`src/rtl/lsu_ctrl.sv`:
```
// lsu_ctrl: single-outstanding load/store unit between the CPU request port and a byte-addressed data RAM.
// Each request is legality-checked when accepted, makes at most one RAM cycle, and is held in RESP until the CPU takes it.
module lsu_ctrl #(
    parameter logic [31:0] ADDR_LIMIT = 32'h0000_1000,
    parameter int unsigned CNT_W      = 16
) (
    input  logic             clk,
    input  logic             clr,
    input  logic             req_valid,
    output logic             req_ready,
    input  logic             req_we,
    input  logic [1:0]       req_size,
    input  logic             req_signed,
    input  logic [31:0]      req_addr,
    input  logic [31:0]      req_wdata,
    output logic             resp_valid,
    input  logic             resp_ready,
    output logic [31:0]      resp_rdata,
    output logic             resp_err,
    output logic [11:0]      ram_addr,
    output logic [1:0]       ram_mode,
    output logic             ram_we,
    output logic [31:0]      ram_wdata,
    input  logic [31:0]      ram_rdata,
    output logic [CNT_W-1:0] load_cnt,
    output logic [CNT_W-1:0] store_cnt,
    output logic [CNT_W-1:0] err_cnt
);
    localparam logic [1:0] SIZE_BYTE = 2'b00;
    localparam logic [1:0] SIZE_HALF = 2'b01;
    localparam logic [1:0] SIZE_WORD = 2'b10;
    localparam logic [1:0] SIZE_BAD  = 2'b11;

    typedef enum logic [1:0] {
        IDLE   = 2'b00,
        ACCESS = 2'b01,
        RESP   = 2'b10
    } state_t;

    state_t           r_state;
    logic             r_we;
    logic [1:0]       r_size;
    logic             r_signed;
    logic [11:0]      r_addr;
    logic [31:0]      r_wdata;
    logic             r_respValid;
    logic             r_respErr;
    logic [31:0]      r_respRdata;
    logic [CNT_W-1:0] r_loadCnt;
    logic [CNT_W-1:0] r_storeCnt;
    logic [CNT_W-1:0] r_errCnt;

    logic             w_illegal;
    logic [31:0]      w_loadData;
    logic             w_inAccess;

    // Only the RAM's 12-bit byte index is kept; range is judged on the full incoming address.
    always_comb begin
        w_illegal = 1'b0;
        case (req_size)
            SIZE_BYTE: w_illegal = 1'b0;
            SIZE_HALF: w_illegal = req_addr[0];
            SIZE_WORD: w_illegal = (req_addr[1:0] != 2'b00);
            SIZE_BAD:  w_illegal = 1'b1;
            default:   w_illegal = 1'b1;
        endcase
        if (req_addr >= ADDR_LIMIT) begin
            w_illegal = 1'b1;
        end
    end

    always_comb begin
        w_loadData = ram_rdata;
        case (r_size)
            SIZE_BYTE: w_loadData = {{24{r_signed & ram_rdata[7]}}, ram_rdata[7:0]};
            SIZE_HALF: w_loadData = {{16{r_signed & ram_rdata[15]}}, ram_rdata[15:0]};
            default:   w_loadData = ram_rdata;
        endcase
    end

    always_ff @(posedge clk) begin
        if (clr) begin
            r_state     <= IDLE;
            r_we        <= 1'b0;
            r_size      <= 2'b00;
            r_signed    <= 1'b0;
            r_addr      <= 12'h000;
            r_wdata     <= 32'h0000_0000;
            r_respValid <= 1'b0;
            r_respErr   <= 1'b0;
            r_respRdata <= 32'h0000_0000;
            r_loadCnt   <= '0;
            r_storeCnt  <= '0;
            r_errCnt    <= '0;
        end else begin
            case (r_state)
                IDLE: begin
                    if (req_valid) begin
                        r_we     <= req_we;
                        r_size   <= req_size;
                        r_signed <= req_signed;
                        r_addr   <= req_addr[11:0];
                        r_wdata  <= req_wdata;
                        if (w_illegal) begin
                            r_respValid <= 1'b1;
                            r_respErr   <= 1'b1;
                            r_respRdata <= 32'h0000_0000;
                            r_state     <= RESP;
                        end else begin
                            r_state <= ACCESS;
                        end
                    end
                end
                ACCESS: begin
                    r_respValid <= 1'b1;
                    r_respErr   <= 1'b0;
                    r_respRdata <= r_we ? 32'h0000_0000 : w_loadData;
                    r_state     <= RESP;
                end
                RESP: begin
                    // Errors saturate so a storm of bad requests never looks like zero.
                    if (resp_ready) begin
                        r_respValid <= 1'b0;
                        r_state     <= IDLE;
                        if (r_respErr) begin
                            if (r_errCnt != '1) begin
                                r_errCnt <= r_errCnt + 1'b1;
                            end
                        end else if (r_we) begin
                            r_storeCnt <= r_storeCnt + 1'b1;
                        end else begin
                            r_loadCnt <= r_loadCnt + 1'b1;
                        end
                    end
                end
                default: r_state <= IDLE;
            endcase
        end
    end

    assign w_inAccess = (r_state == ACCESS);

    // clr gates the write strobe directly so a reset in the ACCESS cycle never corrupts RAM.
    assign ram_we     = w_inAccess & r_we & ~clr;
    assign ram_mode   = w_inAccess ? r_size : SIZE_WORD;
    assign ram_addr   = r_addr;
    assign ram_wdata  = r_wdata;

    assign req_ready  = (r_state == IDLE);
    assign resp_valid = r_respValid;
    assign resp_err   = r_respErr;
    assign resp_rdata = r_respRdata;
    assign load_cnt   = r_loadCnt;
    assign store_cnt  = r_storeCnt;
    assign err_cnt    = r_errCnt;

endmodule

```
`config.mk`:
```
export PLATFORM = sky130hd
export DESIGN_NAME = lsu_ctrl
export DESIGN_NICKNAME = d
export VERILOG_FILES = /design/src/rtl/lsu_ctrl.sv
export SDC_FILE = /design/constraint.sdc
export NUM_CORES = 1
export LEC_CHECK = 0
export ABC_CLOCK_PERIOD_IN_PS = 2200
export BUFFER_PORTS_ARGS = -buffer_cell sky130_fd_sc_hd__clkbuf_2
export CORE_UTILIZATION = 40
export DETAILED_ROUTE_END_ITERATION = 10
export PLACE_DENSITY_LB_ADDON = 0.15
export SLEW_MARGIN = 15
export SYNTH_ARGS = -nofsm -noshare
export SYNTH_HDL_FRONTEND = slang
export SYNTH_SLANG_ARGS = --single-unit
```
`constraint.sdc`:
```
create_clock -name clk -period 2.2 [get_ports clk]
set_input_delay 0.11 -clock clk [delete_from_list [all_inputs] [get_ports clk]]
set_output_delay 0.11 -clock clk [all_outputs]
set_load 0.01 [all_outputs]
```
* Yosys cells after proc, flatten, opt, wreduce, memory -nomap -nowiden
Cells that the tools add are included.
** Storage, ports and cells
- Flip-flop bits (word level) :: 132
- Bits of input ports :: 104
- Word-level logic and storage cells :: 63
** Operators by class
- $add $sub $neg :: 3
- Magnitude comparators :: 1
- Equal/unequal tests :: 10
- Muxes and demuxes :: 17
- Bitwise operators :: 7
- Reductions and logical operators :: 13
** Operators with widths (number)
- $pmux W32 S2 :: 2
- $mux W32 :: 3
- $add A16 B1 Y16 const B :: 3
- $ge A32 B13 Y1 const B :: 1
- $ne A16 B16 Y1 const B :: 1
- $reduce_and A4 Y1 :: 4
- $mux W2 :: 4
- $eq A2 B1 Y1 const B :: 3
- $eq A2 B2 Y1 const B :: 3
- $logic_not A2 Y1 :: 3
- $pmux W2 S3 :: 1
- $and A1 B1 Y1 :: 4
- $mux W1 :: 4
- $ne A2 B2 Y1 const B :: 2
- $pmux W1 S4 :: 1
- $reduce_and A2 Y1 :: 2
- $reduce_bool A2 Y1 :: 2
- $not A1 Y1 :: 3
- $pmux W1 S3 :: 1
- $reduce_and A3 Y1 :: 1
- $reduce_bool A3 Y1 :: 1
- $ne A2 B1 Y1 const B :: 1
- $pmux W1 S2 :: 1

* Logic depth before layout (Yosys ltp)
- Depth in word-level cells :: 6
- Mapped depth :: 7

* Worst setup path before layout
Ideal clock, no wire load.
- Path type :: reg-to-reg
- Start :: reg r_errCnt[2], in the netlist err_cnt[2]
- End :: reg r_errCnt[13], in the netlist err_cnt[13]
- Arrival time :: 1839 ps
- Required time :: 2079 ps
- Path slack :: 240 ps
- Stages on the path, launching flop included :: 6
- Buffers on the path :: 1
- Clock period less this slack :: 1960 ps
- Path through :: dfxtp_1 and4_1 or4b_1 clkbuf_1 nor4bb_1 mux2_2
** On the way
- Longest elaborated chain between the ends :: 2
- Elaborated cells between the ends (all ways) :: 3
** Ends and longest elaborated chain
- start, declared :: line 51 : logic [CNT_W-1:0] r_errCnt;
- start signal, assigned :: line 127 : r_errCnt <= r_errCnt + 1'b1;
- branches (longest 2 deep; another with $add A16 B1 Y16)
Parallel ways; which one is timed is not known.
A chain may end at the register's enable or synchronous reset.

* Final worst setup path
- Start :: reg r_state[0]
- End :: reg r_respRdata[14], in the netlist resp_rdata[14]
** On the way
- Longest elaborated chain between the ends :: 3
- Elaborated cells between the ends (all ways) :: 7
** Ends and longest elaborated chain
- start, declared :: line 40 : state_t r_state;
- start signal, assigned :: line 83 : r_state <= IDLE;
- start signal, assigned :: line 108 : r_state <= RESP;
- start signal, assigned :: line 110 : r_state <= ACCESS;
- $eq A2 B1 Y1 or $logic_not A2 Y1 (tied branches) :: line 96 : case (r_state)
- $reduce_bool A2 Y1 (no line) (tied with other cells)
- $reduce_and A3 Y1 (no line)
- end signal, assigned :: line 117 : r_respRdata <= r_we ? 32'h0000_0000 : w_loadData;
- end, declared :: line 48 : logic [31:0] r_respRdata;
Parallel ways exist; a longest one is shown, timed or not.

==> flow_summary.yaml <==
status:
  status: "complete, no violations"
logic_synthesis:
  main_combinational_cell_family_by_area_after_synthesis: "simple AND/OR/NAND/NOR gates"
  synth-edff-count: 0
  mappedNetlistArea_um2: 5500
  synth.area.top_cells: "sky130_fd_sc_hd__dfxtp_1 48%, sky130_fd_sc_hd__nand2_1 8.5%, sky130_fd_sc_hd__a21oi_1 7.6%, sky130_fd_sc_hd__a32o_1 3.1%, sky130_fd_sc_hd__o31ai_1 2.9%"
  synth_xor_xnor_area_share_pct: 2.07
  synthesis.yosys.warnings: 0
  share_of_synthesized_cell_area_in_full_adder_half_adder_and_majority_cells_pct: 0.682
  post-synth-top-area-fraction_pct: 48.0
  simple_gate_share_of_the_synthesized_area_pct: 25.2
  synthArstFlopShare_pct: 0
  synth_compound_gate_area_share_pct: 18.5
  mappedNetlistNets: 754
  post_synth_mux_area_share_pct: 0.386
  synth_top_cell_by_area: "sky130_fd_sc_hd__dfxtp_1"
  synth.ff_latch_count: 132
  yosysSeqAreaShare_pct: 48.0
  netlist-cell-type-count: 49
  synthFlopType: "sky130_fd_sc_hd__dfxtp_1"
  synthCells: 647
  synth.avg_cell_area_um2: 8.51
global_route:
  number_of_antenna_violations_at_the_first_check_in_global_routing: 0
  grt_max_degree: 62
  grt_pass1_vias: 5591
  globalRoute.totalOverflow: 0
  wire_length_of_the_first_global_routing_pass_um: 27200
  grt_util_all_layers_pct: 23.7
routing:
  wire_per_inst_um: 14.9
  finalWirelength_um: 16900
  via_density_per_instance: 5.29
  drt-initial-drc-count: 431
  met3_length_um: 1190
  drc: 0
  met2_length_um: 8210
  postRouteAntennaNets: 0
  top_layer_used: "met4"
  m1WireLength_um: 7110
  drt_first_pass_iters: 5
  vias: 5996
critical_path:
  critical-path-top-cell-by-count: "sky130_fd_sc_hd__buf_4"
  critical_path.cell_chain: "buf_4, nor4_1, nand4_1, o31ai_2, buf_4, a32o_1"
  critPathRequiredTime_ns: 2.55
  worst_setup_path_start_kind: "flip-flop"
  max_stage_delay_ns: 0.46
  worst-path-max-fanout: 16
  capturing_element_type_of_the_critical_path: "flip-flop"
  crit_type: "reg2reg"
  cp_data_arrival_time_ns: 2.33
  ff2ff_path_depth: 6
  slowest_stage: "sky130_fd_sc_hd__o31ai_2"
clocking:
  clk_path_buf_depth: 2
  htree_levels: 4
  clock_input_transition_at_the_sequential_cells_of_the_worst_setup_and_hold_paths_ns: 0.06
  cts_buffers: 17
  tritoncts: "built"
  clk_root_buffer_cell: "sky130_fd_sc_hd__clkbuf_16"
  cts.sinks: 132
  post_cts_buffers: 0
  clk_lat_worst_skew_ns: 0.41
floorplan:
  die_width_um: 119
  row_count: 42
  boundaryPins: 234
  die_area_um2: 14200
  fp.dieH_um: 119
  start_util_pct: 41.2
  design.core.area_um2: 13300
place:
  io_buffers: 233
  place_hpwl_um: 11100
  dp_worst_setup_slack_ns: 0.248
  routability_cong: 0.801
sta:
  finalSetupViolCount: 0
  period_needed_ns: 1.98
  clock_skew_ns: 0.00410
  relSlewSlack_pct: 56.0
  setup-tns-final_ns: 0
  rsz0062_at_grt: "false"
  worst-slew-pin-transition_ns: 0.660
  slew_viol_final: 0
  layout_worst_path_cycle_share_pct: 90.1
  timing_hold_violations_final: 0
  fmax_mhz: 505
  layout_setup_ws_ns: 0.219
  hold_ws_ns: 0.0410
cells_and_area:
  design.final.nets: 1051
  post_route_cells_drive_above_1_share_pct: 31.1
  layout-area-overhead-vs-synth_pct: 49.5
  fill_cell_count: 1116
  antenna_cells_inserted: 0
power_and_ir_drop:
  peakVddDrop_v: 0.000537
  power_per_cell_area_nw_per_um2: 747
  power.leakage_nw: 3.46
run:
  max_cap_viol_count: 0
min_path:
  hp-class: "in2reg"
  min_delay_path_depth: 4
cell usage after synthesis, types with 2 or more instances:
cell type and instances:
sky130_fd_sc_hd__buf_6 2, sky130_fd_sc_hd__nor3_1 7, sky130_fd_sc_hd__o32ai_1 16, sky130_fd_sc_hd__nor2_1 22, sky130_fd_sc_hd__and4_1 7, sky130_fd_sc_hd__or4_1 21
sky130_fd_sc_hd__and2_1 2, sky130_fd_sc_hd__or3_1 9, sky130_fd_sc_hd__nand4_1 11, sky130_fd_sc_hd__nand4b_1 2, sky130_fd_sc_hd__nor4_1 7, sky130_fd_sc_hd__xnor2_1 3
sky130_fd_sc_hd__inv_1 23, sky130_fd_sc_hd__nand3_1 19, sky130_fd_sc_hd__buf_2 3, sky130_fd_sc_hd__o31ai_1 21, sky130_fd_sc_hd__ha_1 3, sky130_fd_sc_hd__nand2_1 124
sky130_fd_sc_hd__and3_1 3, sky130_fd_sc_hd__a21oi_1 84, sky130_fd_sc_hd__dfxtp_1 132, sky130_fd_sc_hd__nor2b_1 18, sky130_fd_sc_hd__clkbuf_1 36, sky130_fd_sc_hd__or3b_2 3
sky130_fd_sc_hd__o21ai_0 18, sky130_fd_sc_hd__buf_1 3, sky130_fd_sc_hd__xor2_1 10, sky130_fd_sc_hd__a32o_1 17
path summary, 6_finish.rpt:
check        slack [ns]                     endpoint                  startpoint
min                0.04  resp_rdata[13]$_SDFFE_PP0P_               ram_rdata[13]
max                0.22  resp_rdata[14]$_SDFFE_PP0P_     r_state[0]$_SDFFE_PP0P_
min reg2reg        0.46   ram_wdata[25]$_SDFFE_PP0P_  ram_wdata[25]$_SDFFE_PP0P_
max reg2reg        0.22  resp_rdata[14]$_SDFFE_PP0P_     r_state[0]$_SDFFE_PP0P_
repair_timing:
item / in CTS / in global routing
endpoints found under the hold margin: 72 / 0
gates resized for setup: 0 / 0
hold buffers: 72 / 0
through the flow:
stage	power [mW]	instances	area (µm²)	util (%)
after floorplan	2.76	647	5500	-
after global placement	2.97	1029	6860	51.4
after detailed placement	2.98	1029	6860	51.4
after CTS	6.18	1133	8230	61.6
after global routing	6.36	1133	8230	61.6
final	6.14	1133	8230	61.6
routing by layer:
metal	vias up	global-route usage [%]
met5	-	0
met4	0	8.59
met1	2818	28.5
met2	222	39.7
met3	32	7.38
li1	2924	-
registers in the layout, summed over array words and instances (netlist names):
register and flops:
err_cnt 16, load_cnt 16, r_signed 1, resp_rdata 32, resp_err 1, r_we 1, r_size 2, ram_addr 12
store_cnt 16, resp_valid 1, ram_wdata 32, r_state 2
cells by family after synthesis:
kind of cell | count (synthesis)
DFF | 132
adders and majority gates | 3
buffers and inverters | 69
AOI/OAI and AO/OA | 161
xor gates and xnor gates | 13
muxes | 2
and+or+nand+nor | 267
area by class of cell:
class                      count  area (µm²)  area share [%]
tap                          176         220            2.68
clock inverter                14         209            2.54
multi-input combinational    446        2590            31.5
clock buffer                  18         439            5.34
timing repair buffer         323        2040            24.8
sequential                   132        2640            32.1
inverter                      24        90.1            1.09
report_power, final:
part           internal, mW  switching [mW]  total [mW]
clock network          2.03            1.07        3.10
registers              2.45          0.0449        2.50
logic                 0.265           0.283       0.548
cells in the final DEF (no fill, tap or decap), drive strengths merged, types with 3 or more instances in the layout:
cell           n
nor3           7
xor2          10
xnor2          3
dfxtp        132
or3b           3
clkbuf       250
clkinvlp       4
nor4           7
bufinv         5
a32o          17
nand4         11
nor2b         18
ha             3
or4           22
nand2        124
nand3         19
or3           10
clkinv         6
nor2          22
and3           3
inv           23
dlygate4sd3   72
o32ai         16
buf           19
a21oi         84
o31ai         22
and4           7
o21ai         19
critical path: cells and delay by family, from the launching register on:
family,cells,cell delay [ns]
compound gates,2,0.66
buf+inv,2,0.46
flops,1,0.33
simple gates,2,0.46
No activity file was read; power rests on OpenSTA's default activity.
